==> src/rtl/prog_load_capture.sv <==
// Streams a program image into the core's oob write port, pulses core reset,
// runs the core for a fixed budget and captures outen-qualified output words.
module prog_load_capture #(
    parameter int DATA_W     = 16,
    parameter int ADDR_W     = 16,
    parameter int LOAD_DEPTH = 256,
    parameter int OUT_W      = 8,
    parameter int OUT_IN_W   = 16,
    parameter int CAP_DEPTH  = 32,
    parameter int RST_CYCLES = 1,
    parameter int RUN_CYCLES = 40
) (
    input  logic                           clk,
    input  logic                           rst,
    input  logic                           start,
    input  logic                           abort,
    input  logic                           ld_valid,
    input  logic [DATA_W-1:0]              ld_data,
    input  logic                           ld_last,
    output logic                           ld_ready,
    output logic                           oob_mem_wen,
    output logic [ADDR_W-1:0]              oob_write_addr,
    output logic [DATA_W-1:0]              oob_write_data,
    output logic                           comp_rst,
    input  logic [OUT_IN_W-1:0]            out,
    input  logic                           outen,
    input  logic [$clog2(CAP_DEPTH)-1:0]   rd_addr,
    output logic [OUT_W-1:0]               rd_data,
    output logic [$clog2(CAP_DEPTH+1)-1:0] cap_count,
    output logic                           cap_overflow,
    output logic                           busy,
    output logic                           done
);
    // state | meaning
    // IDLE  | after reset, waiting for start
    // LOAD  | accepting program words, writing them to the core
    // RESET | core held in reset for RST_CYCLES
    // RUN   | core running, outputs captured
    // DONE  | run finished or aborted, buffer readable
    localparam int CIDX_W = $clog2(CAP_DEPTH);
    localparam int CCNT_W = $clog2(CAP_DEPTH + 1);
    localparam int RUN_W  = $clog2(RUN_CYCLES + 1);
    localparam int RST_W  = $clog2(RST_CYCLES + 1);

    typedef enum logic [2:0] {S_IDLE, S_LOAD, S_RESET, S_RUN, S_DONE} state_t;

    state_t              state_q, state_d;
    logic [ADDR_W-1:0]   addr_q, addr_d;
    logic                oob_wen_q, oob_wen_d;
    logic [ADDR_W-1:0]   oob_addr_q, oob_addr_d;
    logic [DATA_W-1:0]   oob_data_q, oob_data_d;
    logic [RST_W-1:0]    rst_cnt_q, rst_cnt_d;
    logic [RUN_W-1:0]    run_cnt_q, run_cnt_d;
    logic [CCNT_W-1:0]   cap_count_q, cap_count_d;
    logic                cap_overflow_q, cap_overflow_d;
    logic [OUT_W-1:0]    rd_data_q, rd_data_d;
    logic                ld_hs;
    logic                cap_we;
    logic [CIDX_W-1:0]   cap_waddr;
    logic [OUT_W-1:0]    cap_mem [CAP_DEPTH];
    logic                unused_out_hi;

    assign unused_out_hi = ^out;

    always_comb begin
        state_d        = state_q;
        addr_d         = addr_q;
        oob_wen_d      = 1'b0;
        oob_addr_d     = oob_addr_q;
        oob_data_d     = oob_data_q;
        rst_cnt_d      = rst_cnt_q;
        run_cnt_d      = run_cnt_q;
        cap_count_d    = cap_count_q;
        cap_overflow_d = cap_overflow_q;
        cap_we         = 1'b0;
        cap_waddr      = cap_count_q[CIDX_W-1:0];
        ld_hs          = ld_valid && (state_q == S_LOAD);

        if (ld_hs) begin
            oob_wen_d  = 1'b1;
            oob_addr_d = addr_q;
            oob_data_d = ld_data;
            addr_d     = addr_q + ADDR_W'(1);
        end

        case (state_q)
            S_IDLE, S_DONE: begin
                if (start) begin
                    state_d        = S_LOAD;
                    addr_d         = '0;
                    cap_count_d    = '0;
                    cap_overflow_d = 1'b0;
                end
            end
            S_LOAD: begin
                if (abort) begin
                    state_d = S_DONE;
                end else if (ld_hs && (ld_last || addr_q == ADDR_W'(LOAD_DEPTH - 1))) begin
                    state_d   = S_RESET;
                    rst_cnt_d = RST_W'(RST_CYCLES - 1);
                end
            end
            S_RESET: begin
                if (abort) begin
                    state_d = S_DONE;
                end else if (rst_cnt_q == '0) begin
                    state_d   = S_RUN;
                    run_cnt_d = RUN_W'(RUN_CYCLES - 1);
                end else begin
                    rst_cnt_d = rst_cnt_q - RST_W'(1);
                end
            end
            S_RUN: begin
                // Capture is independent of abort/terminal count in the same cycle.
                if (outen) begin
                    if (cap_count_q < CCNT_W'(CAP_DEPTH)) begin
                        cap_we      = 1'b1;
                        cap_count_d = cap_count_q + CCNT_W'(1);
                    end else begin
                        cap_overflow_d = 1'b1;
                    end
                end
                if (abort || run_cnt_q == '0) begin
                    state_d = S_DONE;
                end else begin
                    run_cnt_d = run_cnt_q - RUN_W'(1);
                end
            end
            default: state_d = S_IDLE;
        endcase

        rd_data_d = (CCNT_W'(rd_addr) < cap_count_q) ? cap_mem[rd_addr] : '0;
    end

    always_ff @(posedge clk) begin
        if (rst) begin
            state_q        <= S_IDLE;
            addr_q         <= '0;
            oob_wen_q      <= 1'b0;
            oob_addr_q     <= '0;
            oob_data_q     <= '0;
            rst_cnt_q      <= '0;
            run_cnt_q      <= '0;
            cap_count_q    <= '0;
            cap_overflow_q <= 1'b0;
            rd_data_q      <= '0;
        end else begin
            state_q        <= state_d;
            addr_q         <= addr_d;
            oob_wen_q      <= oob_wen_d;
            oob_addr_q     <= oob_addr_d;
            oob_data_q     <= oob_data_d;
            rst_cnt_q      <= rst_cnt_d;
            run_cnt_q      <= run_cnt_d;
            cap_count_q    <= cap_count_d;
            cap_overflow_q <= cap_overflow_d;
            rd_data_q      <= rd_data_d;
        end
    end

    // Buffer contents are not cleared; readback masks entries beyond cap_count.
    always_ff @(posedge clk) begin
        if (cap_we && !rst) begin
            cap_mem[cap_waddr] <= out[OUT_W-1:0];
        end
    end

    assign ld_ready       = (state_q == S_LOAD);
    assign oob_mem_wen    = oob_wen_q;
    assign oob_write_addr = oob_addr_q;
    assign oob_write_data = oob_data_q;
    assign comp_rst       = (state_q != S_RUN);
    assign rd_data        = rd_data_q;
    assign cap_count      = cap_count_q;
    assign cap_overflow   = cap_overflow_q;
    assign busy           = (state_q == S_LOAD) || (state_q == S_RESET) || (state_q == S_RUN);
    assign done           = (state_q == S_DONE);
endmodule

==> config.mk <==
export PLATFORM = sky130hd
export DESIGN_NAME = prog_load_capture
export DESIGN_NICKNAME = d
export VERILOG_FILES = /design/src/rtl/prog_load_capture.sv
export SDC_FILE = /design/constraint.sdc
export NUM_CORES = 1
export LEC_CHECK = 0
export ABC_CLOCK_PERIOD_IN_PS = 2100
export CAP_MARGIN = 20
export CORE_AREA = 2 2 160 162
export DETAILED_ROUTE_END_ITERATION = 8
export DIE_AREA = 0 0 162 164
export PLACE_DENSITY = 0.75
export RECOVER_POWER = 25
export SLEW_MARGIN = 10
export SYNTH_ARGS = -nofsm -noshare
export SYNTH_HDL_FRONTEND = slang
export SYNTH_SLANG_ARGS = --single-unit
==> constraint.sdc <==
create_clock -name clk -period 2.1 [get_ports clk]
set_input_delay 0.42 -clock clk [delete_from_list [all_inputs] [get_ports clk]]
set_output_delay 0.42 -clock clk [all_outputs]
set_load 0.05 [all_outputs]
==> flow_summary.yaml, run 1 <==
setup_path:
  critPathArrivalTime_ns: 1.65
  path_class: "flop to output pin"
  crit_path_top_delay_cell: "clkdlybuf4s50_1"
  endpoint_kind: "output pin"
  cp.required_ns: 1.68
  startpoint_type: "flop"
  crit_chain: "clkdlybuf4s50_1"
  crit_buf_inv: 1
  path_delay_family: "buffers and inverters"
  cp_max_fo: 1
  critPathMaxStageDelay_ns: 0.80
floorplan:
  die_x_um: 162
  start_util_pct: 52.3
  die_h_um: 164
  design.core.area_mm2: 0.0248
  rows: 58
  pin_count: 96
  die_area_mm2: 0.0266
global_route:
  grt-ovfl-total: 0
  grt_pass1_wl_um: 43100
  grt_usage_pct: 21.5
  antenna_found_initial: 0
  grt_max_degree: 48
  grt_pass1_vias: 7733
placed_design:
  dp_hpwl_um: 17800
  placed_area_mm2: 0.0148
  routabilityCongestion: 0.832
  placement.io_buffers: 87
cells_and_area:
  most-common-layout-cells: "edfxtp_1 (256), nand2_1 (77), buf_4 (76)"
  synthToLayoutAreaGrowth_pct: 23.3
  drive_gt1_share_pct: 22.2
  final_cell_area_mm2: 0.0160
  final_common_cell: "edfxtp_1"
  fin_util_pct: 64.5
  nFillCells: 1776
  layout.nets: 1037
  diodes: 0
clock_network:
  htree_num_levels: 2
  clk_latency_ns: 0.52
  path_clk_slew_ns: 0.06
  clk_path_buf_depth: 3
  cts_tree: "yes"
  clock-sinks: 329
  root_buffer: "clkbuf_16"
  cts_buffers: 36
  postCtsHoldBufs: 0
  postCtsSetupRepairBufs: 0
synth:
  yosysWarningCount: 0
  synth_area_per_cell_um2: 16.0
  syn-cell-area_mm2: 0.0130
  synth_top_family_by_area: "multiplexers"
  synthSimpleGateAreaFrac_pct: 7.70
  synthCells: 814
  yosys.area_share.adder_pct: 1.06
  synth_mux_area_share_pct: 12.3
  post_synth_num_cell_types: 44
  synth_xor_area_share_pct: 1.62
  seq_area_frac_synth_pct: 70.4
  synth_fp_nets: 869
  ys_ff_latch: 329
  synth_compound_area_share_pct: 4.75
routing:
  drc_errors: 0
  vias: 7510
  routed_wl_um: 28000
  post_drt_wl_per_cell_um: 20.9
  routed_via_density: 5.60
  dr.pass1.iters: 4
  drtAntennaViolNets: 0
  drt_iter0_markers: 477
sta:
  max_freq_ghz: 0.483
  hold_ws_ns: 0.451
  tns_ns: 0
  setup_viol: 0
  hold_viol: 0
  rsz0062_at_grt: "no"
  maxSlewHeadroom_pct: 2.77
  skew_ns: 0.0376
  drv_slew: 0
  fin_crit_ns: 2.07
  post-route-period-util_pct: 98.7
  tightest_slew_ns: 1.46
worst_hold_path:
  min_path_type: "flop to flop"
job:
  cap_violations: 0
outcome:
  status: "complete, no violations"
pwr:
  power.density_mw_per_mm2: 882
  leakagePower_nw: 5.73
  peakVddDrop_uv: 571
==> layer usage <==
metal / vias up / wire [um] / global-route usage [%]
met5: - / 0 / 0
met4: 0 / 655 / 7.16
met3: 49 / 1950 / 5.13
met2: 265 / 14500 / 37.9
met1: 3746 / 10900 / 26.4
li1: 3450 / - / -
==> cells in the mapped netlist, drive strengths merged <==
library cell	number	area [um^2]
edfxtp	256	7690
nand2	78	293
dfxtp	73	1460
nor2	68	255
mux4	64	1440
a21oi	58	290
buf	23	163
a211oi	20	168
clkbuf	19	71.3
nand3	18	90.1
nor2b	18	113
mux2i	16	160
xor2	16	140
ha	11	138
inv	11	41.3
nor3	9	45.0
a22o	8	70.1
xnor2	8	70.1
nand4	6	37.5
nor4	6	50.0
and3	5	31.3
o21ai	4	20.0
a21o	3	22.5
a31o	2	17.5
a31oi	2	12.5
and2	2	12.5
nand2b	2	12.5
a21boi	1	7.51
a32oi	1	8.76
and3b	1	8.76
nand4b	1	8.76
nand4bb	1	11.3
nor3b	1	7.51
nor4b	1	15.0
or4b	1	10.0
==> worst paths after layout <==
check / start / cells past startpoint / slack, ns / end
max: rd_data[1] / 1 / 0.03 / rd_data[1]
min: oob_write_addr[11] / 2 / 0.45 / oob_write_addr[11]
max reg2reg: state_q[2] / 7 / 0.11 / cap_mem[4][1]
min reg2reg: oob_write_addr[11] / 2 / 0.45 / oob_write_addr[11]
==> where the power goes <==
group | total, mW | internal (mW) | switching, mW
Clock | 6.13 | 3.68 | 2.45
Combinational | 0.936 | 0.393 | 0.542
Sequential | 7.06 | 7.04 | 0.0201
==> cell families after synthesis <==
family          after synthesis
mux                          80
xor+xnor                     24
buf+inv                      53
flops                       329
compound gates               99
fa+ha+maj                    11
simple gates                218
==> registers in the layout, indices dropped and copies added, names as in the netlist <==
register and flops:
addr_q 16, cap_count 6, cap_mem 256, cap_overflow 1, oob_mem_wen 1, oob_write_addr 16
oob_write_data 16, rd_data 8, run_cnt_q 6, state_q 3
==> tightest hold or removal path, delay by kind of cell, from the launching register on <==
| family | cells | cell delay (ns) |
|---|---|---|
| AND/OR/NAND/NOR | 1 | 0.05 |
| flip-flops | 1 | 0.30 |
| AO/OA/AOI/OAI | 1 | 0.05 |
==> final cells by class <==
type	instances	area, um^2	area share [%]
clock buffer	49	1020	6.38
clock inverter	17	151	0.945
inverter	11	41.3	0.258
multi-input combinational	432	3580	22.3
sequential	329	9150	57.1
tap	330	413	2.58
timing repair buffer	172	1660	10.4
==> through the flow <==
stage,std cells,power [mW],setup slack (ns)
2_1_floorplan,814,7.72,-0.0452
3_3_place_gp,1274,8.12,-0.184
6_report,1340,14.1,0.0279
3_5_place_dp,1274,8.14,-0.223
4_1_cts,1340,14.3,0.000988
5_1_grt,1340,14.5,0.000106
==> what timing repair did <==
item | CTS | global route
endpoints found under the setup margin | 9 | 32
gates resized for setup | 9 | 21
pin swaps | 0 | 0
No activity file was read; power rests on OpenSTA's default activity.
==> run 2, diff against run 1 <==
Settings changed: MAX_ROUTING_LAYER from default to met4.
==> run 2 against run 1 <==
Effect of this change:
- total power is essentially flat
- sequential share of layout area is essentially flat
- maximum frequency grew 0.41%
- setup slack gained 0.0085 ns
- global-route usage grew 0.68 points
- die area is the same
- worst hold slack is essentially flat
- critical path depth is the same
- combinational power is essentially flat
- sequential cell count is the same
- largest cell class unchanged
==> flow_summary.yaml, run 2 (same netlist as run 1, synthesis figures left out) <==
placed_design:
  dp_hpwl_um: 17800
  dp_slack_ns: -0.223
  routabilityCongestion: 0.845
  placement.io_buffers: 87
  place_inst: 1274
setup_path:
  endpoint_kind: "output pin"
  crit_path_top_delay_cell: "clkdlybuf4s50_1"
  startpoint_type: "flop"
  critPathMaxStageDelay_ns: 0.81
  path_delay_family: "buffers and inverters"
  crit_buf_inv: 1
  crit_chain: "clkdlybuf4s50_1"
  path_class: "flop to output pin"
  critPathArrivalTime_ns: 1.64
  cp_max_fo: 2
  cp.required_ns: 1.68
global_route:
  grt_max_degree: 48
  antenna_found_initial: 0
  grt-ovfl-total: 0
  grt_usage_pct: 22.2
  grt_pass1_wl_um: 43100
  grt_pass1_vias: 7734
cells_and_area:
  finalNonFillerCells: 1340
  drive_gt1_share_pct: 22.2
  multi_input_area_mm2: 0.00358
  synthToLayoutAreaGrowth_pct: 23.3
  final_common_cell: "edfxtp_1"
  register_area_mm2: 0.00915
  most-common-layout-cells: "edfxtp_1 (256), nand2_1 (77), buf_4 (76)"
  largest_reg_flops: 256
  nFillCells: 1778
  layout.nets: 1037
  regMostFlops: "cap_mem"
  diodes: 0
clock_network:
  htree_num_levels: 2
  clk_latency_ns: 0.52
  path_clk_slew_ns: 0.06
  clk_path_buf_depth: 3
  cts_buffers: 36
  root_buffer: "clkbuf_16"
  clock-sinks: 329
  cts_tree: "yes"
sta:
  setup_viol: 0
  fin_crit_ns: 2.06
  maxSlewHeadroom_pct: 2.22
  skew_ns: 0.0365
  setup_slack_ns: 0.0364
  tightest_slew_ns: 1.47
  rsz0062_at_grt: "no"
  drv_slew: 0
  post-route-period-util_pct: 98.3
  max_freq_ghz: 0.485
  hold_viol: 0
pwr:
  leakagePower_nw: 5.76
  power.density_mw_per_mm2: 882
  comb_power_share_pct: 6.6
  p_switching_mw: 3.02
  peakVddDrop_uv: 570
  pwr-share-clk_pct: 43.4
  switching_share_pct: 21.4
  p_int_mw: 11.1
  p_seq_share_pct: 50.0
routing:
  drt_iter0_markers: 537
  routed_via_density: 5.60
  dr.pass1.iters: 5
  drtAntennaViolNets: 0
  routed_wl_um: 28000
  drc_errors: 0
  vias: 7503
  post_drt_wl_per_cell_um: 20.9
floorplan:
  start_util_pct: 52.3
  die_area_mm2: 0.0266
  die_x_um: 162
  design.core.area_mm2: 0.0248
  die_h_um: 164
  pin_count: 96
  rows: 58
job:
  cap_violations: 0
worst_hold_path:
  min_path_type: "input port to flop"
outcome:
  status: "complete, no violations"
[run 2: cell types whose count changed in the layout (fill, tap and decap cells not counted)]
cell and delta:
clkdlybuf4s50_1 -2, dlymetal6s2s_1 +2
[run 2: cell type report]
type,instances,area share (%)
flip-flops and latches,329,57.1
multi-input cells,432,22.3
repair buffers,172,10.4
clock buffers,49,6.38
well taps,330,2.58
clock inverters,17,0.945
inverters,11,0.258
[run 2: per-layer routing]
| layer | routed length [um] | global-route usage [%] |
|---|---|---|
| met1 | 10900 | 26.8 |
| met2 | 14500 | 37.9 |
| met3 | 1940 | 4.77 |
| met4 | 633 | 7.04 |
| met5 | 0 | - |
[run 2: final timing paths]
check	endpoint	depth (start not counted)	start	slack [ns]
worst max-delay path	oob_write_data[7]	1	oob_write_data[7]	0.04
worst min-delay path	oob_write_data[14]	3	ld_data[14]	0.45
worst max register to register	cap_mem[4][1]	7	state_q[2]	0.10
worst min register to register	oob_write_addr[11]	2	oob_write_addr[11]	0.45
[run 2: timing repair]
action | CTS | global route
hold buffers | 0 | 0
gates resized for setup | 9 | 23
setup endpoints to repair | 9 | 35
setup buffers | 0 | 0
[run 2: power by group through the flow]
| stage | sequential, mW | clock, mW | combinational [mW] |
|---|---|---|---|
| after floorplan | 7.29 | 0 | 0.437 |
| after detailed placement | 7.20 | 0 | 0.945 |
| after CTS | 7.06 | 6.26 | 0.950 |
| after global placement | 7.20 | 0 | 0.927 |
| final | 7.06 | 6.14 | 0.934 |
| after global routing | 7.06 | 6.48 | 0.995 |
[run 2: metrics by stage]
step | instance area, um^2 | util [%] | hold WS [ns] | TNS [ns] | total power, mW
global placement | 14800 | 59.7 | 0.441 | -39.30 | 8.12
CTS | 16000 | 64.4 | 0.440 | 0 | 14.3
finish | 16000 | 64.6 | 0.451 | 0 | 14.1
detailed placement | 14800 | 59.7 | 0.446 | -44.41 | 8.14
floorplan | 13000 | - | 0.457 | -10.77 | 7.72
global route | 16000 | 64.6 | 0.451 | 0 | 14.5
